File: config.mk
export PLATFORM = sky130hd
export DESIGN_NAME = alu_frame_sequencer
export DESIGN_NICKNAME = d
export VERILOG_FILES = /design/src/rtl/alu_frame_sequencer.sv
export SDC_FILE = /design/constraint.sdc
export NUM_CORES = 1
export LEC_CHECK = 0
export ABC_AREA = 1
export BUFFER_PORTS_ARGS = -buffer_cell sky130_fd_sc_hd__buf_2
export CORE_MARGIN = 5
export CORE_UTILIZATION = 40
export DETAILED_ROUTE_END_ITERATION = 8
export HOLD_SLACK_MARGIN = 0.1
export PLACE_DENSITY = 0.72
export SYNTH_ARGS = -nofsm -noshare
export SYNTH_HDL_FRONTEND = slang
export SYNTH_SLANG_ARGS = --single-unit
File: constraint.sdc
create_clock -name clk -period 1.4 [get_ports clk]
set_input_delay 0.21 -clock clk [delete_from_list [all_inputs] [get_ports clk]]
set_output_delay 0.21 -clock clk [all_outputs]
set_load 0.02 [all_outputs]
File: src/rtl/alu_frame_sequencer.sv
// Collects operand 1, operand 2 and op code beats for the ALU, then captures
// and streams out the ALU result with an illegal-op status flag.
module alu_frame_sequencer #(
    parameter int NB_IN   = 8,
    parameter int NB_OUT  = 8,
    parameter int NB_CODE = 6,
    parameter int NB_CNT  = 8
) (
    input  logic               clk,
    input  logic               rst_n,
    input  logic               clear,
    input  logic [NB_IN-1:0]   in_data,
    input  logic               in_valid,
    output logic               in_ready,
    output logic [NB_IN-1:0]   alu_dato1,
    output logic [NB_IN-1:0]   alu_dato2,
    output logic [NB_CODE-1:0] alu_op_code,
    input  logic [NB_OUT-1:0]  alu_salida,
    output logic [NB_OUT-1:0]  res_data,
    output logic               res_err,
    output logic               res_valid,
    input  logic               res_ready,
    output logic [NB_CNT-1:0]  frame_cnt
);

    typedef enum logic [2:0] {
        S_D1   = 3'd0,
        S_D2   = 3'd1,
        S_OP   = 3'd2,
        S_EXEC = 3'd3,
        S_SEND = 3'd4
    } state_t;

    state_t state;
    logic   accept;
    logic   illegal_op;

    assign accept = in_valid & in_ready;

    always_comb begin
        illegal_op = 1'b1;
        case (alu_op_code)
            NB_CODE'(6'b100000), NB_CODE'(6'b100010), NB_CODE'(6'b100100),
            NB_CODE'(6'b100101), NB_CODE'(6'b100110), NB_CODE'(6'b000011),
            NB_CODE'(6'b000010), NB_CODE'(6'b100111): illegal_op = 1'b0;
            default:                                  illegal_op = 1'b1;
        endcase
    end

    // in_ready is registered: it rises one edge after reset release and
    // drops on the same edge that moves the FSM into S_EXEC.
    always_ff @(posedge clk or negedge rst_n) begin
        if (!rst_n) begin
            state       <= S_D1;
            in_ready    <= 1'b0;
            alu_dato1   <= '0;
            alu_dato2   <= '0;
            alu_op_code <= '0;
            res_data    <= '0;
            res_err     <= 1'b0;
            res_valid   <= 1'b0;
            frame_cnt   <= '0;
        end else begin
            case (state)
                S_D1, S_D2, S_OP: begin
                    in_ready <= 1'b1;
                    if (clear) begin
                        state <= S_D1;
                    end else if (accept) begin
                        case (state)
                            S_D1: begin
                                alu_dato1 <= in_data;
                                state     <= S_D2;
                            end
                            S_D2: begin
                                alu_dato2 <= in_data;
                                state     <= S_OP;
                            end
                            default: begin
                                alu_op_code <= in_data[NB_CODE-1:0];
                                in_ready    <= 1'b0;
                                state       <= S_EXEC;
                            end
                        endcase
                    end
                end
                S_EXEC: begin
                    res_data  <= illegal_op ? '0 : alu_salida;
                    res_err   <= illegal_op;
                    res_valid <= 1'b1;
                    state     <= S_SEND;
                end
                S_SEND: begin
                    if (res_valid && res_ready) begin
                        res_valid <= 1'b0;
                        frame_cnt <= frame_cnt + NB_CNT'(1);
                        in_ready  <= 1'b1;
                        state     <= S_D1;
                    end
                end
                default: begin
                    state    <= S_D1;
                    in_ready <= 1'b0;
                end
            endcase
        end
    end

endmodule

# Word-level counts from Yosys, hierarchy flattened
# Cells that the tools add are included.
# op_classes
addsub,1
n_eq_ne,14
n_reduce_logical,13
mux,14
bitwise,4
# ops
operator,n
== test 6 bit (second input constant),6
== test 6 x 2 -> 1 bit (second input constant),2
AND reduction 4 bit,3
two-way mux 3 bit,3
one-hot mux 3 bit (3 select lines),1
adder 8 x 1 -> 8 bit (second input constant),1
two-way mux 8 bit,1
AND reduction 2 bit,4
OR reduction 8 bit,1
== test 3 x 2 -> 1 bit (second input constant),2
two-way mux 1 bit,6
one-hot mux 2 bit (2 select lines),1
== test 3 x 1 -> 1 bit (second input constant),1
== test 3 bit (second input constant),1
zero test 3 bit,1
!= test 3 bit (second input constant),1
NOT 1 bit,3
one-hot mux 1 bit (3 select lines),1
OR reduction 3 bit,1
!= test 2 bit (second input constant),1
one-hot mux 1 bit (2 select lines),1
nonzero test 2 bit,1
OR reduction 2 bit,1
bitwise AND 1 bit,1
logical AND 1 bit,1
# word_totals
out_inout_bits,41
inputBits,21
wordCells,55
register_bits,44

# Logic depth before layout (Yosys ltp)
# Gate-level depths: netlist of run 1.
# logic_depth
ltp_word,6
depth_mapped,7
depth_no_buf,7

# Worst setup path before layout of run 1
# OpenSTA, ideal clock, no wires.
# synth_timing
path_type,reg-to-reg
start,register in_ready
end,register alu_dato1[3]
period_less_slack_ns,1.299
path_buffers,1
setup_time_ns,0.121
t_arrival_ns,1.178
slack_ns,0.101
path_stages_with_launch,7
t_required_ns,1.279
cell_sequence,dfrtp_1 nand2_1 nor2_4 nand3_2 buf_4 nand2_1 o21ai_1
# synth_via
elab_chain_len,2
# synth_lines
item,line,rtl
"start, declared",14,"output logic in_ready,"
"start signal, assigned",55,in_ready <= 1'b0;
"start signal, assigned",66,in_ready <= 1'b1;
"start signal, assigned",81,in_ready <= 1'b0;
bitwise AND 1 bit,38,assign accept = in_valid & in_ready;
AND reduction 4 bit (no line),n/a,
"end signal, assigned",72,alu_dato1 <= in_data;
"end, declared",15,"output logic [NB_IN-1:0] alu_dato1,"
# Every way passes these cells.
# A chain may end at the register's enable or synchronous reset.

# Worst setup path after layout of run 1
# layout_timing
start,register state[1]
end,register frame_cnt[6]
# layout_via
elab_chain_len,2
# layout_lines
item,line,rtl
"start, declared",34,state_t state;
"start signal, assigned",54,state <= S_D1;
"start signal, assigned",68,state <= S_D1;
"start signal, assigned",73,state <= S_D2;
== test 3 bit,64,case (state)
AND reduction 2 bit (no line),n/a,
"end signal, assigned",96,frame_cnt <= frame_cnt + NB_CNT'(1);
"end, declared",23,output logic [NB_CNT-1:0] frame_cnt
# Every way passes these cells.

==> results.md, run 1 <==
- WL/cell: 11.9 microns
- Die Area: 0.00649 sq mm
- Mapped cell area: 0.00199 sq mm
- Antenna-violating nets left: 0
- # clock sinks: 44
- Crit end category: register
- Total negative setup slack: 0 ns
- Critical path arrival: 1.53 ns
- Tcrit/Tclk final: 92.7%
- Congestion Overflow GR: 0
- Post-Syn Nets: 260
- Initial DRC count: 58
- Post-Synthesis Cells: 238
- Power per Cell Area: 2120 mW/mm^2
- Die X: 80.6 microns
- WS Path Type: register to register
- Skew-Pair Late Insertion Delay: 0.29 ns
- Busiest grt layer: met2
- Number of antenna repair diodes: 0
- Crit path max fanout: 7
- Inserted Clock Buffers: 5
- Maximum capacitance violations: 0
- Root buffer cell: clkbuf_8
- Global-route wire length before repair: 7360 microns
- GR Util met1: 19.7%
- #FFs+latches synth: 44
- Hold slack: 0.172 ns
- Clock H-tree levels: 2
- CP required: 1.64 ns
- Max Freq: 771 MHz
- Floorplan Core Area: 0.00479 sq mm
- Slew @ Worst Pin: 0.294 ns
- Initial Util: 41.6%
- GR Util met2: 22.1%
- Overall power: 5.42 mW
- Global-route usage over all layers: 14.6%
- # IOs: 62
- Largest net degree at the start of global routing: 45
- Port-buffer cells: 61
- Clk slew on worst S/H paths: 0.08 ns
- Vias post-DR: 1,725
- Largest buffer count on any clock path: 2
- Syn Area/Cell: 8.37 sq um
- Residual DRC count: 0
- M3 GR Usage: 5.27%
- Initial antenna violation count: 0
- Worst rel slew slack: 80.3%
- Number of hold violations in the final report: 0
- Layout area overhead: 28.6%
- RD Place Congestion: 0.818
- Final clock skew: 0.00405 ns
- # rows: 25
- Status: finished, final reports clean
- Fin crit period: 1.30 ns
- Static leakage: 1.44 nW
- Post-synth cell types: 23
- Vias per cell: 4.58
- CP Launch Type: register
- Fin nets: 331
- TritonCTS clock tree: done
- Max-slew violations: 0
- Setup repair after global routing missed its margin: no
- Die extent in y: 80.6 microns
- Tightest Hold Check Type: primary input to register
- Share of cells above drive strength 1: 28.7%
- Dpl hpwl: 3270 microns
- Seq/Total Area, Yosys: 55.3%
- Final Routed Wirelength: 4500 microns
- Drt first pass iters: 4
- Final setup fails: 0
- VDD IR max: 1.07 mV
- Synth Warn #: 0
- Post-layout util: 53.5%
- Vias in the first global route: 1,599
cell usage in the layout (no fill, tap or decap):
| cell | instances |
|---|---|
| a21oi_1 | 2 |
| bufinv_16 | 1 |
| nor2_1 | 12 |
| nor3_1 | 2 |
| dlygate4sd3_1 | 1 |
| inv_1 | 28 |
| dfrtp_1 | 43 |
| nor2_4 | 2 |
| nand3_1 | 15 |
| nand4_1 | 3 |
| nand3b_1 | 2 |
| a21oi_2 | 1 |
| nand4_4 | 1 |
| xor2_1 | 1 |
| nand2_1 | 86 |
| buf_4 | 6 |
| a31oi_1 | 1 |
| buf_2 | 61 |
| nand3_4 | 2 |
| clkinv_2 | 1 |
| buf_12 | 2 |
| clkbuf_8 | 5 |
| nor2_2 | 2 |
| nand3_2 | 1 |
| ha_1 | 1 |
| dfrtp_2 | 1 |
| inv_2 | 2 |
| clkbuf_1 | 1 |
| o21ai_0 | 1 |
| nand2_2 | 1 |
| o21ai_1 | 22 |
cells in the mapped netlist (all sizes together):
| master | number | area, sq um |
|---|---|---|
| nand3b | 2 | 15.0 |
| a21oi | 3 | 15.0 |
| nand3 | 18 | 105 |
| ha | 1 | 12.5 |
| dfrtp | 44 | 1100 |
| a31oi | 1 | 6.26 |
| nand4 | 4 | 40.0 |
| buf | 6 | 41.3 |
| o21ai | 23 | 115 |
| inv | 30 | 113 |
| nor2 | 16 | 80.1 |
| nor3 | 2 | 10.0 |
| xor2 | 1 | 8.76 |
| nand2 | 87 | 329 |
power by group:
part	internal [mW]	switching, mW
sequential	1.76	0.376
combinational	0.811	1.52
clock	0.530	0.421
stage by stage:
| stage | worst slack [ns] | instance area (sq um) | cells |
|---|---|---|---|
| after floorplan | 0.101 | 1990 | 238 |
| after global placement | 0.157 | 2400 | 365 |
| after detailed placement | 0.108 | 2400 | 365 |
| after CTS | 0.107 | 2520 | 374 |
| after global routing | 0.0118 | 2560 | 377 |
| final | 0.103 | 2560 | 377 |
final timing paths:
kind,start,endpoint,slack (ns),cells past startpoint
min reg2reg,res_data[5]$_DFFE_PN0P_,res_data[5]$_DFFE_PN0P_,0.48,2
max reg2reg,state[1]$_DFFE_PN0P_,frame_cnt[6]$_DFFE_PN0P_,0.10,6
min in group asynchronous,rst_n,frame_cnt[6]$_DFFE_PN0P_,0.43,3
max in group asynchronous,rst_n,state[1]$_DFFE_PN0P_,0.76,3
min,in_data[7],alu_dato1[7]$_DFFE_PN0P_,0.17,3
max,state[1]$_DFFE_PN0P_,frame_cnt[6]$_DFFE_PN0P_,0.10,6
flip-flops by register name (all words and copies together) (netlist names):
| signal | cells |
|---|---|
| res_valid | 1 |
| frame_cnt | 8 |
| res_data | 8 |
| alu_dato2 | 8 |
| res_err | 1 |
| state | 3 |
| alu_dato1 | 8 |
| in_ready | 1 |
| alu_op_code | 6 |
layer usage:
layer	vias to the layer above	routed length, microns
met3	6	408
met1	767	1960
met4	0	48
li1	890	-
met5	-	0
met2	62	2080
cell type report:
type	instances	area (sq um)
Timing Repair Buffer	70	400
Clock buffer	6	72.6
Inverter	30	113
Tap cell	67	83.8
Clock inverter	2	35.0
Fill cell	454	2220
Multi-Input combinational cell	158	756
Sequential cell	44	1100
critical path, stage by stage, from the launching register on:
cell and delay, ns:
dfrtp_2 0.45, nor2_2 0.17, nand2_2 0.09, nor2_4 0.19, buf_4 0.17, nand4_1 0.08
nand2_1 0.07
what timing repair did:
item                       4_1_cts  5_1_grt
gates resized for setup          0        5
hold buffers                     1        0
hold endpoints to repair        44        0
setup endpoints to repair        0       10
buffers inserted                 0        3
cells by family (layout without fill, tap and decap cells):
family          Yosys count  after routing  synth area share [%]
simple gates            129            129                  29.1
buf+inv                  36            108                  7.73
xor+xnor                  1              1                 0.440
fa+ha+maj                 1              1                 0.628
compound gates           27             27                  6.85
flops                    44             44                  55.3
Note: power is estimated with default switching activity, not from simulation.
==> run 2: changes to the inputs <==
--- a/config.mk
+++ b/config.mk
@@ -12,6 +12,7 @@
 export DETAILED_ROUTE_END_ITERATION = 8
 export HOLD_SLACK_MARGIN = 0.1
 export PLACE_DENSITY = 0.72
+export RECOVER_POWER = 50
 export SYNTH_ARGS = -nofsm -noshare
 export SYNTH_HDL_FRONTEND = slang
 export SYNTH_SLANG_ARGS = --single-unit
==> run 2 against run 1 <==
Compared with the run above:
- clock skew decreased by 0.00099 ns
- sequential share of layout area grew 0.62 points
- non-clock buffer count stayed put
- global-route usage did not move
- highest routed layer unchanged
- setup slack better by 0.0012 ns
- die area stayed put
- hold slack got worse by 0.00075 ns
- register-to-register slack is essentially flat
- routed wire length shrank 0.51%
- first-iteration DRC count decreased by 5.2%
==> results.md, run 2 (synthesis gave the netlist of run 1 again) <==
- Status: finished, final reports clean
- VDD IR max: 1.05 mV (-1.7%)
- Die Area: 0.00649 sq mm (unchanged)
- Power per Cell Area: 2120 mW/mm^2 (+0.20%)
- Fin crit period: 1.30 ns (-0.00123 ns)
- Final setup fails: 0 (unchanged)
- Initial Util: 41.6% (unchanged)
- Congestion Overflow GR: 0 (unchanged)
- TritonCTS clock tree: done
- Global-route wire length before repair: 7360 microns (unchanged)
- Critical path arrival: 1.53 ns (about the same)
- Largest buffer count on any clock path: 2 (unchanged)
- Die extent in y: 80.6 microns (unchanged)
- Share of cells above drive strength 1: 22.6% (-6.1 points)
- Dpl hpwl: 3270 microns (unchanged)
- Dpl cells: 365 (unchanged)
- Worst rel slew slack: 59.8% (-21 points)
- Skew-Pair Late Insertion Delay: 0.29 ns (about the same)
- Layout area overhead: 26.8%
- Clock H-tree levels: 2 (unchanged)
- Number of antenna repair diodes: 0 (unchanged)
- Number of hold violations in the final report: 0 (unchanged)
- CP Launch Type: register
- Root buffer cell: clkbuf_8
- Vias in the first global route: 1,599 (unchanged)
- Maximum capacitance violations: 0 (unchanged)
- RD Place Congestion: 0.818 (unchanged)
- Most frequent cells in the layout: 86 x nand2_1, 43 x dfrtp_1, 42 x buf_2
- Crit path max fanout: 7 (unchanged)
- WL/cell: 11.9 microns (-0.51%)
- Final clock skew: 0.00306 ns (-0.000987 ns)
- Final worst-path setup slack: 0.104 ns (+0.00123 ns)
- Total negative setup slack: 0 ns (unchanged)
- # clock sinks: 44 (unchanged)
- # rows: 25 (unchanged)
- Crit end category: register
- Antenna-violating nets left: 0 (unchanged)
- Inserted Clock Buffers: 5 (unchanged)
- Tightest Hold Check Type: primary input to register
- Global-route usage over all layers: 14.6% (unchanged)
- # IOs: 62 (unchanged)
- Max-slew violations: 0 (unchanged)
- CP required: 1.64 ns (about the same)
- Pre-CTS setup slack: 0.108 ns (unchanged)
- Most common cell after layout, fill and taps aside: nand2_1
- Initial antenna violation count: 0 (unchanged)
- Port-buffer cells: 61 (unchanged)
- Final Routed Wirelength: 4480 microns (-0.51%)
- WS Path Type: register to register
- Clk slew on worst S/H paths: 0.08 ns (about the same)
- R2R setup slack: 0.10 ns (about the same)
- Max Freq: 771 MHz (about the same)
- Vias per cell: 4.60 (+0.46%)
- Slew @ Worst Pin: 0.603 ns (+0.308 ns)
- Residual DRC count: 0 (unchanged)
- Tcrit/Tclk final: 92.6% (about the same)
- Drt first pass iters: 4 (unchanged)
- Fin nets: 331 (unchanged)
- Largest net degree at the start of global routing: 45 (unchanged)
- Die X: 80.6 microns (unchanged)
- Initial DRC count: 55 (-5.2%)
- Static leakage: 1.37 nW (-5.0%)
- Final cell count without fillers: 377 (unchanged)
- Setup repair after global routing missed its margin: no
- Floorplan Core Area: 0.00479 sq mm (unchanged)
- Vias post-DR: 1,733 (+0.46%)
[run 2: power breakdown]
group / internal [mW] / switching [mW]
Combinational: 0.744 / 1.52
Sequential: 1.76 / 0.382
Clock: 0.529 / 0.418
[run 2: critical path, stage by stage, from the launching register on]
cell and delay [ns]:
dfrtp_2 0.45, nor2_2 0.17, nand2_2 0.09, nor2_4 0.19, buf_4 0.17, nand4_1 0.08, nand2_1 0.07
[run 2: worst paths after layout]
path / endpoint / from / cells past startpoint
setup / recovery: frame_cnt[6]$_DFFE_PN0P_ / state[1]$_DFFE_PN0P_ / 6
hold / removal: alu_dato1[6]$_DFFE_PN0P_ / in_data[6] / 3
setup reg to reg: frame_cnt[6]$_DFFE_PN0P_ / state[1]$_DFFE_PN0P_ / 6
hold reg to reg: res_data[7]$_DFFE_PN0P_ / res_data[7]$_DFFE_PN0P_ / 2
max in group asynchronous: state[1]$_DFFE_PN0P_ / rst_n / 3
min in group asynchronous: frame_cnt[5]$_DFFE_PN0P_ / rst_n / 3
[run 2: metal layers]
metal | global-route usage, % | up-vias | routed length, microns | share of wire [%]
met1 | 19.7 | 780 | 2000 | 45
met3 | 5.27 | 6 | 361 | 8.1
li1 | - | 890 | - | -
met2 | 22.1 | 57 | 2070 | 46
met5 | 0 | - | 0 | 0
met4 | 4.05 | 0 | 48 | 1.1
[run 2: per-stage QoR]
| stage | util [%] | area, sq um | hold WS [ns] | power [mW] |
|---|---|---|---|---|
| 5_1_grt | 52.8 | 2530 | 0.161 | 5.78 |
| 3_3_place_gp | 50.2 | 2400 | 0.206 | 4.39 |
| 6_report | 52.8 | 2530 | 0.171 | 5.36 |
| 2_1_floorplan | - | 1990 | -0.0856 | 3.58 |
| 3_5_place_dp | 50.2 | 2400 | 0.211 | 4.45 |
| 4_1_cts | 52.7 | 2520 | 0.156 | 5.43 |
[run 2: cell type report]
type | count | area, sq um
fillers | 473 | 2260
clock buffers | 6 | 72.6
well taps | 67 | 83.8
flip-flops and latches | 44 | 1100
repair buffers | 70 | 364
multi-input cells | 158 | 756
clock inverters | 2 | 35.0
inverters | 30 | 113
[run 2: repair_timing]
| item | 4_1_cts | 5_1_grt |
|---|---|---|
| setup endpoints to repair | 0 | 10 |
| hold buffers | 1 | 0 |
| gates resized for setup | 0 | 5 |
| hold endpoints to repair | 44 | 0 |
| buffers inserted | 0 | 3 |
